==> src/rtl/imem_boot_ctrl.sv <==
// Instruction-memory boot loader: fetches words from the external source into imem
// and holds the core stalled until the image is complete.
module imem_boot_ctrl #(
    parameter int          DEPTH_WORDS = 256,
    parameter int          AW          = 8,
    parameter logic [31:0] BASE_ADDR   = 32'h0,
    parameter int          TIMEOUT     = 15,
    parameter bit          AUTOBOOT    = 1'b1
) (
    input  logic          clk,
    input  logic          nrst,
    input  logic          load_start,
    input  logic [AW:0]   load_len,
    input  logic          exIns_valid,
    input  logic [31:0]   exIns_in,
    output logic          exIns_ren,
    output logic [31:0]   exIns_addr,
    output logic          imem_we,
    output logic [AW-1:0] imem_waddr,
    output logic [31:0]   imem_wdata,
    output logic          core_stall,
    output logic          load_done,
    output logic          load_err
);

    typedef enum logic [2:0] {S_IDLE, S_LOAD, S_FLUSH, S_DONE, S_ERR} state_t;

    localparam int          WW        = $clog2(TIMEOUT + 1);
    localparam logic [AW:0] DEPTH_L   = (AW+1)'(DEPTH_WORDS);
    localparam state_t      RST_STATE = AUTOBOOT ? S_LOAD : S_IDLE;
    localparam logic [AW:0] RST_LEN   = AUTOBOOT ? DEPTH_L : '0;

    state_t        state_q, state_d;
    logic [AW-1:0] idx_q, idx_d;
    logic [AW:0]   len_q, len_d;
    logic [WW-1:0] wait_q, wait_d;
    logic          ren_q, ren_d;
    logic [31:0]   addr_q, addr_d;
    logic          we_q, we_d;
    logic [AW-1:0] waddr_q, waddr_d;
    logic [31:0]   wdata_q, wdata_d;
    logic          done_q, done_d;
    logic          err_q, err_d;
    logic          stall_q, stall_d;

    logic [AW:0]   len_clamp;
    logic          accept;
    logic          last_word;
    logic [WW-1:0] wait_inc;

    assign len_clamp = (load_len > DEPTH_L) ? DEPTH_L : load_len;
    assign accept    = ren_q & exIns_valid;
    assign last_word = ({1'b0, idx_q} == (len_q - 1'b1));
    assign wait_inc  = wait_q + 1'b1;

    always_comb begin
        state_d = state_q;
        idx_d   = idx_q;
        len_d   = len_q;
        wait_d  = wait_q;
        we_d    = 1'b0;
        waddr_d = waddr_q;
        wdata_d = wdata_q;
        case (state_q)
            S_IDLE, S_ERR: begin
                if (load_start) begin
                    if (len_clamp != '0) begin
                        state_d = S_LOAD;
                        len_d   = len_clamp;
                        idx_d   = '0;
                        wait_d  = '0;
                    end else begin
                        // Zero-length load reuses the FLUSH->DONE tail with nothing to write
                        state_d = S_FLUSH;
                    end
                end
            end
            S_LOAD: begin
                if (accept) begin
                    we_d    = 1'b1;
                    waddr_d = idx_q;
                    wdata_d = exIns_in;
                    wait_d  = '0;
                    if (last_word) state_d = S_FLUSH;
                    else           idx_d   = idx_q + 1'b1;
                end else if (ren_q) begin
                    wait_d = wait_inc;
                    if (wait_inc == WW'(TIMEOUT)) state_d = S_ERR;
                end
            end
            S_FLUSH: state_d = S_DONE;
            S_DONE:  state_d = S_IDLE;
            default: state_d = S_IDLE;
        endcase

        // Outputs are registered from the next state so they line up with state_q
        ren_d   = (state_d == S_LOAD);
        addr_d  = ren_d ? (BASE_ADDR + 32'({idx_d, 2'b00})) : addr_q;
        done_d  = (state_d == S_DONE);
        err_d   = (state_d == S_ERR);
        stall_d = (state_d != S_IDLE);
    end

    always_ff @(posedge clk or negedge nrst) begin
        if (!nrst) begin
            state_q <= RST_STATE;
            idx_q   <= '0;
            len_q   <= RST_LEN;
            wait_q  <= '0;
            ren_q   <= 1'b0;
            addr_q  <= '0;
            we_q    <= 1'b0;
            waddr_q <= '0;
            wdata_q <= '0;
            done_q  <= 1'b0;
            err_q   <= 1'b0;
            stall_q <= AUTOBOOT;
        end else begin
            state_q <= state_d;
            idx_q   <= idx_d;
            len_q   <= len_d;
            wait_q  <= wait_d;
            ren_q   <= ren_d;
            addr_q  <= addr_d;
            we_q    <= we_d;
            waddr_q <= waddr_d;
            wdata_q <= wdata_d;
            done_q  <= done_d;
            err_q   <= err_d;
            stall_q <= stall_d;
        end
    end

    assign exIns_ren  = ren_q;
    assign exIns_addr = addr_q;
    assign imem_we    = we_q;
    assign imem_waddr = waddr_q;
    assign imem_wdata = wdata_q;
    assign core_stall = stall_q;
    assign load_done  = done_q;
    assign load_err   = err_q;

endmodule

==> config.mk <==
export PLATFORM = sky130hd
export DESIGN_NAME = imem_boot_ctrl
export DESIGN_NICKNAME = d
export VERILOG_FILES = /design/src/rtl/imem_boot_ctrl.sv
export SDC_FILE = /design/constraint.sdc
export NUM_CORES = 1
export LEC_CHECK = 0
export CAP_MARGIN = 20
export CORE_AREA = 2 2 93 95
export CTS_CLUSTER_DIAMETER = 30
export DETAILED_ROUTE_END_ITERATION = 8
export DIE_AREA = 0 0 95 97
export GPL_ROUTABILITY_DRIVEN = 0
export MAX_ROUTING_LAYER = met4
export PLACE_DENSITY = 0.81
export REMOVE_ABC_BUFFERS = 1
export SETUP_SLACK_MARGIN = 0.1
export SLEW_MARGIN = 5
export SYNTH_ARGS = -nofsm -noshare
export SYNTH_HDL_FRONTEND = slang
export SYNTH_SLANG_ARGS = --single-unit
==> constraint.sdc <==
create_clock -name clk -period 2.71 [get_ports clk]
set_input_delay 0.271 -clock clk [delete_from_list [all_inputs] [get_ports clk]]
set_output_delay 0.271 -clock clk [all_outputs]
set_load 0.05 [all_outputs]
==> results_tabular.tex <==
\begin{tabular}{lr}
\hline
Metric & Value \\
\hline
\multicolumn{2}{l}{\textbf{Logic synthesis}} \\
\quad Ys flop type & sky130\_fd\_sc\_hd\_\_dfrtp\_1 \\
\quad Share of the synthesized area in the top cell type & between 40\% and 50\% \\
\quad Cell type with the highest aggregate area in the netlist & sky130\_fd\_sc\_hd\_\_dfrtp\_1 \\
\quad Count of flip-flops with a built-in enable after synthesis & 0 \\
\quad Main area contributors after synthesis & sky130\_fd\_sc\_hd\_\_dfrtp\_1 50\%, sky130\_fd\_sc\_hd\_\_nand2\_1 14\%, sky130\_fd\_sc\_hd\_\_buf\_4 4.8\%, sky130\_fd\_sc\_hd\_\_o21ai\_0 2.1\%, sky130\_fd\_sc\_hd\_\_dfstp\_2 2.1\% \\
\quad Share of synthesized cell area in and, or, nand and nor gates & 24.8\% \\
\quad Sequential fraction of the synthesis area & $\sim$52\% \\
\quad Warnings from Yosys & 0 \\
\quad Combinational family with the most area after synthesis & simple AND/OR/NAND/NOR gates \\
\quad Area fraction in compound gates after synthesis & a little under a tenth \\
\quad Proportion of synthesized area in mux cells & 2.05\% \\
\quad Async set-reset flop share out of synthesis & 100\% \\
\quad Syn\_area\_per\_cell & about 9.4 µm² \\
\quad Number of synthesized register bits & 77 \\
\quad Cell Area, Synth & 3720 µm² \\
\quad Post-Synth Adder-Cell Area & around 1.3\% \\
\quad Xor/xnor share of the synthesized area & around 3.3\% \\
\quad Synthesized instance count & 398 \\
\quad Post-synthesis cell type count & 52 \\
\multicolumn{2}{l}{\textbf{Detailed routing}} \\
\quad Top layer used by detailed routing & met4 \\
\quad Routed Wire Length & 8210 µm \\
\quad Average detailed-routed wire length per instance & 13.3 µm \\
\quad Routed wl met2 & slightly below 4000 µm \\
\quad Post-route DRC violation count & 0 \\
\quad Vias/cell & 4.90 \\
\quad Residual antenna-violating net count after detailed routing & 0 \\
\quad Length of routed wiring on met1 & 3530 µm \\
\quad Starting DRT DRC Count & 135 \\
\quad DR pass1 iterations & 4 \\
\quad Vias & between 3000 and 4000 \\
\quad Detail Route met3 WL & 693 µm \\
\multicolumn{2}{l}{\textbf{Global route}} \\
\quad Maximum number of pins on one net before global-route repair & roughly 80 \\
\quad Global-route wire length before repair & 13300 µm \\
\quad Leftover overflow at the end of global routing & 0 \\
\quad Overall Global Routing Usage & 19.0\% \\
\quad Initial antenna violation count & 0 \\
\quad Vias in the first global route & 2800 \\
\multicolumn{2}{l}{\textbf{Clock network}} \\
\quad Clock tree from TritonCTS & yes \\
\quad Number of buffers added by the clock tree synthesis step & 9 \\
\quad Clock latency on the worst-skew pair & approximately 0.36 ns \\
\quad H-tree Lvls & 3 \\
\quad Maximum count of clock buffers along a single path & 2 \\
\quad Root buffer selected by CTS & sky130\_fd\_sc\_hd\_\_clkbuf\_8 \\
\quad Hold buffers post-CTS & 0 \\
\quad Reg clk slew, reported paths & approximately 0.080 ns \\
\quad Clock net sink count & 77 \\
\multicolumn{2}{l}{\textbf{Power and ir drop}} \\
\quad Pwr dens & between 1000 and 1500 nW/µm² \\
\quad Internal Pwr Total & around 3.6 mW \\
\quad Comb power frac & about 57\% \\
\quad IR Drop Worst-Case VDD & about 530 µV \\
\quad Switching fraction of total power & between 40\% and 50\% \\
\quad Portion of total power attributed to the clock network & roughly 14\% \\
\quad Switching power & between 3 and 4 mW \\
\quad Sequential Power Share & between 20\% and 30\% \\
\quad Leakage & $\sim$2.4 nW \\
\multicolumn{2}{l}{\textbf{Placed design}} \\
\quad Dpl ws & 0.0217 ns \\
\quad Detail Placement HPWL & between 5000 and 6000 µm \\
\quad Port Buf Inserts & 97 \\
\quad Post-detailed-placement cell area & $\sim$4800 µm² \\
\quad Cells after DPL & 594 \\
\multicolumn{2}{l}{\textbf{Hold path}} \\
\quad Worst min path class & in -> async \\
\multicolumn{2}{l}{\textbf{Timing}} \\
\quad Setup-violating endpoint count in the final report & 0 \\
\quad Relative slew slack & a little under two fifths \\
\quad Fmax & 400 MHz \\
\quad Pin slew with the least headroom to its limit & $\sim$0.9 ns \\
\quad Slew Limit Fails & 0 \\
\quad Worst Slack Setup Final & 0.209 ns \\
\quad Unrepaired setup endpoints after global routing & true \\
\quad Post-layout min period & around 2.5 ns \\
\quad Total count of hold-check failures in the final report & 0 \\
\quad Share of the cycle needed by the critical path after routing & between 90\% and 100\% \\
\quad Skew final & roughly 0.012 ns \\
\multicolumn{2}{l}{\textbf{Finish}} \\
\quad Share of cells above drive strength 1 & 11.5\% \\
\quad Layout Utilization & a little over three fifths \\
\quad Antenna cells & 0 \\
\quad Summed area of non-filler cells in the final layout & 5080 µm² \\
\quad Total number of nets in the final design & around 560 \\
\quad Most used cells in the layout excluding fill and tap cells & 139 x sky130\_fd\_sc\_hd\_\_nand2\_1, 96 x sky130\_fd\_sc\_hd\_\_clkdlybuf4s50\_1, 73 x sky130\_fd\_sc\_hd\_\_dfrtp\_1 \\
\quad Final standard cell count with taps included and fillers excluded & a little over 600 \\
\quad Leading cell type in the layout, fill and taps excluded & sky130\_fd\_sc\_hd\_\_nand2\_1 \\
\quad Layout Area Growth over Synthesis & 36.5\% \\
\multicolumn{2}{l}{\textbf{Critical path}} \\
\quad Data arrival time at the worst-slack endpoint & about 2.7 ns \\
\quad Worst Setup Start Kind & flip-flop \\
\quad Critical path class & reg -> reg \\
\quad Required @ worst endpoint & $\sim$3.0 ns \\
\quad Crit. End Element & flip-flop \\
\quad Max FO, Critical Path & 9 \\
\multicolumn{2}{l}{\textbf{Run}} \\
\quad Max-cap violation count & 0 \\
\multicolumn{2}{l}{\textbf{Outcome}} \\
\quad Status & finished, final reports clean \\
\multicolumn{2}{l}{\textbf{Floorplan}} \\
\quad Overall die area & between 9000 and 10000 µm² \\
\quad Vertical die dimension & 97 µm \\
\quad Row count & 33 \\
\quad Core outline area & 8130 µm² \\
\quad Initial Utilization & a little under half \\
\quad I/O Pins & between 100 and 150 \\
\quad Horizontal die dimension & roughly 95 µm \\
\hline
\end{tabular}
## metal layers
| metal | global-route usage [%] | vias up |
|---|---|---|
| met2 | 29.5 | 108 |
| li1 | - | 1495 |
| met3 | 4.52 | 8 |
| met1 | 23.6 | 1412 |
| met5 | - | - |
| met4 | 8.36 | 0 |
## path summary, 6_finish.rpt
path                                       startpoint                    endpoint  slack, ns  cells past startpoint
setup / recovery                 len_q[0]$_DFFE_PN0P_   exIns_addr[7]$_DFFE_PN0N_       0.21                      9
hold / removal                                   nrst        len_q[5]$_DFFE_PN0P_       0.05                      1
setup reg to reg                 len_q[0]$_DFFE_PN0P_   exIns_addr[7]$_DFFE_PN0N_       0.21                      9
hold reg to reg            imem_wdata[28]$_DFFE_PN0P_  imem_wdata[28]$_DFFE_PN0P_       0.48                      2
max in group asynchronous                        nrst        len_q[0]$_DFFE_PN0P_       2.04                      1
min in group clk                          exIns_in[8]   imem_wdata[8]$_DFFE_PN0P_       0.43                      3
## flip-flops by register name (all words and copies together), names as in the netlist
register    count
imem_wdata     32
len_q           9
exIns_addr      8
idx_q           8
imem_waddr      8
wait_q          4
state_q         3
core_stall      1
exIns_ren       1
imem_we         1
load_done       1
load_err        1
## per-stage QoR
step | power [mW] | TNS [ns] | hold WS [ns]
floorplan | 4.56 | -22.63 | -0.0246
global placement | 5.68 | 0 | 0.456
detailed placement | 5.77 | 0 | 0.461
CTS | 6.80 | 0 | 0.0825
global route | 7.35 | 0 | 0.128
finish | 6.91 | 0 | 0.0468
## power by group through the flow
stage / logic, mW / registers (mW) / clock network (mW)
after floorplan: 1.46 / 3.10 / 0
after global placement: 3.69 / 1.99 / 0
after detailed placement: 3.76 / 2.01 / 0
after CTS: 3.81 / 1.99 / 1.00
after global routing: 4.23 / 2.07 / 1.05
final: 3.93 / 2.00 / 0.981
## timing repair
item	CTS	global route
endpoints found under the setup margin	6	11
pin swaps	2	4
buffers inserted	1	5
resized for setup	2	10
cloned	0	1
## worst max-delay path: stages (launching register included)
cell and delay [ns]:
sky130_fd_sc_hd__dfrtp_2 0.45, sky130_fd_sc_hd__inv_2 0.09, sky130_fd_sc_hd__ha_4 0.14, sky130_fd_sc_hd__nor3b_4 0.23, sky130_fd_sc_hd__xnor2_2 0.12, sky130_fd_sc_hd__a2111oi_4 0.40, sky130_fd_sc_hd__nand4b_4 0.23, sky130_fd_sc_hd__o31ai_4 0.28
sky130_fd_sc_hd__inv_4 0.11, sky130_fd_sc_hd__mux2_1 0.32
## cell usage after synthesis, types with 2 or more instances
cell                          n
sky130_fd_sc_hd__nand3_1     10
sky130_fd_sc_hd__clkbuf_1    11
sky130_fd_sc_hd__o2111ai_1    2
sky130_fd_sc_hd__o21ai_0     16
sky130_fd_sc_hd__o31ai_1      7
sky130_fd_sc_hd__a21oi_1      3
sky130_fd_sc_hd__mux2_1       3
sky130_fd_sc_hd__a2111oi_4    2
sky130_fd_sc_hd__nor2_1      12
sky130_fd_sc_hd__and3_1       2
sky130_fd_sc_hd__mux2_2       2
sky130_fd_sc_hd__nand3b_1     2
sky130_fd_sc_hd__a31oi_1      2
sky130_fd_sc_hd__o211ai_1     4
sky130_fd_sc_hd__nand2b_1     7
sky130_fd_sc_hd__nor3b_1      5
sky130_fd_sc_hd__inv_1        6
sky130_fd_sc_hd__dfrtp_1     74
sky130_fd_sc_hd__buf_1        4
sky130_fd_sc_hd__dfstp_2      3
sky130_fd_sc_hd__and2_1       2
sky130_fd_sc_hd__o22ai_1      2
sky130_fd_sc_hd__nor3_1       8
sky130_fd_sc_hd__buf_4       24
sky130_fd_sc_hd__xor2_1       5
sky130_fd_sc_hd__ha_1         4
sky130_fd_sc_hd__nand4_1      2
sky130_fd_sc_hd__or3_1        2
sky130_fd_sc_hd__xnor2_1      9
sky130_fd_sc_hd__nand2_1    139
sky130_fd_sc_hd__mux2i_1      2
sky130_fd_sc_hd__nor4_1       2
## cell type report
type                       count  area [µm²]
tap                          105         131
multi-input combinational    297        1660
timing repair buffer         115        1100
clock inverter                 6        95.1
sequential                    77        1930
fill                         691        3050
clock buffer                  10         128
inverter                       7        28.8
## kinds of logic after synthesis
logic type	Yosys count
buffers and inverters	47
other	1
multiplexers	7
XOR/XNOR	14
AND/OR/NAND/NOR	203
flip-flops	77
adder cells (fa/ha/maj)	4
AO/OA/AOI/OAI	45
(Power assumes the default switching activity.)
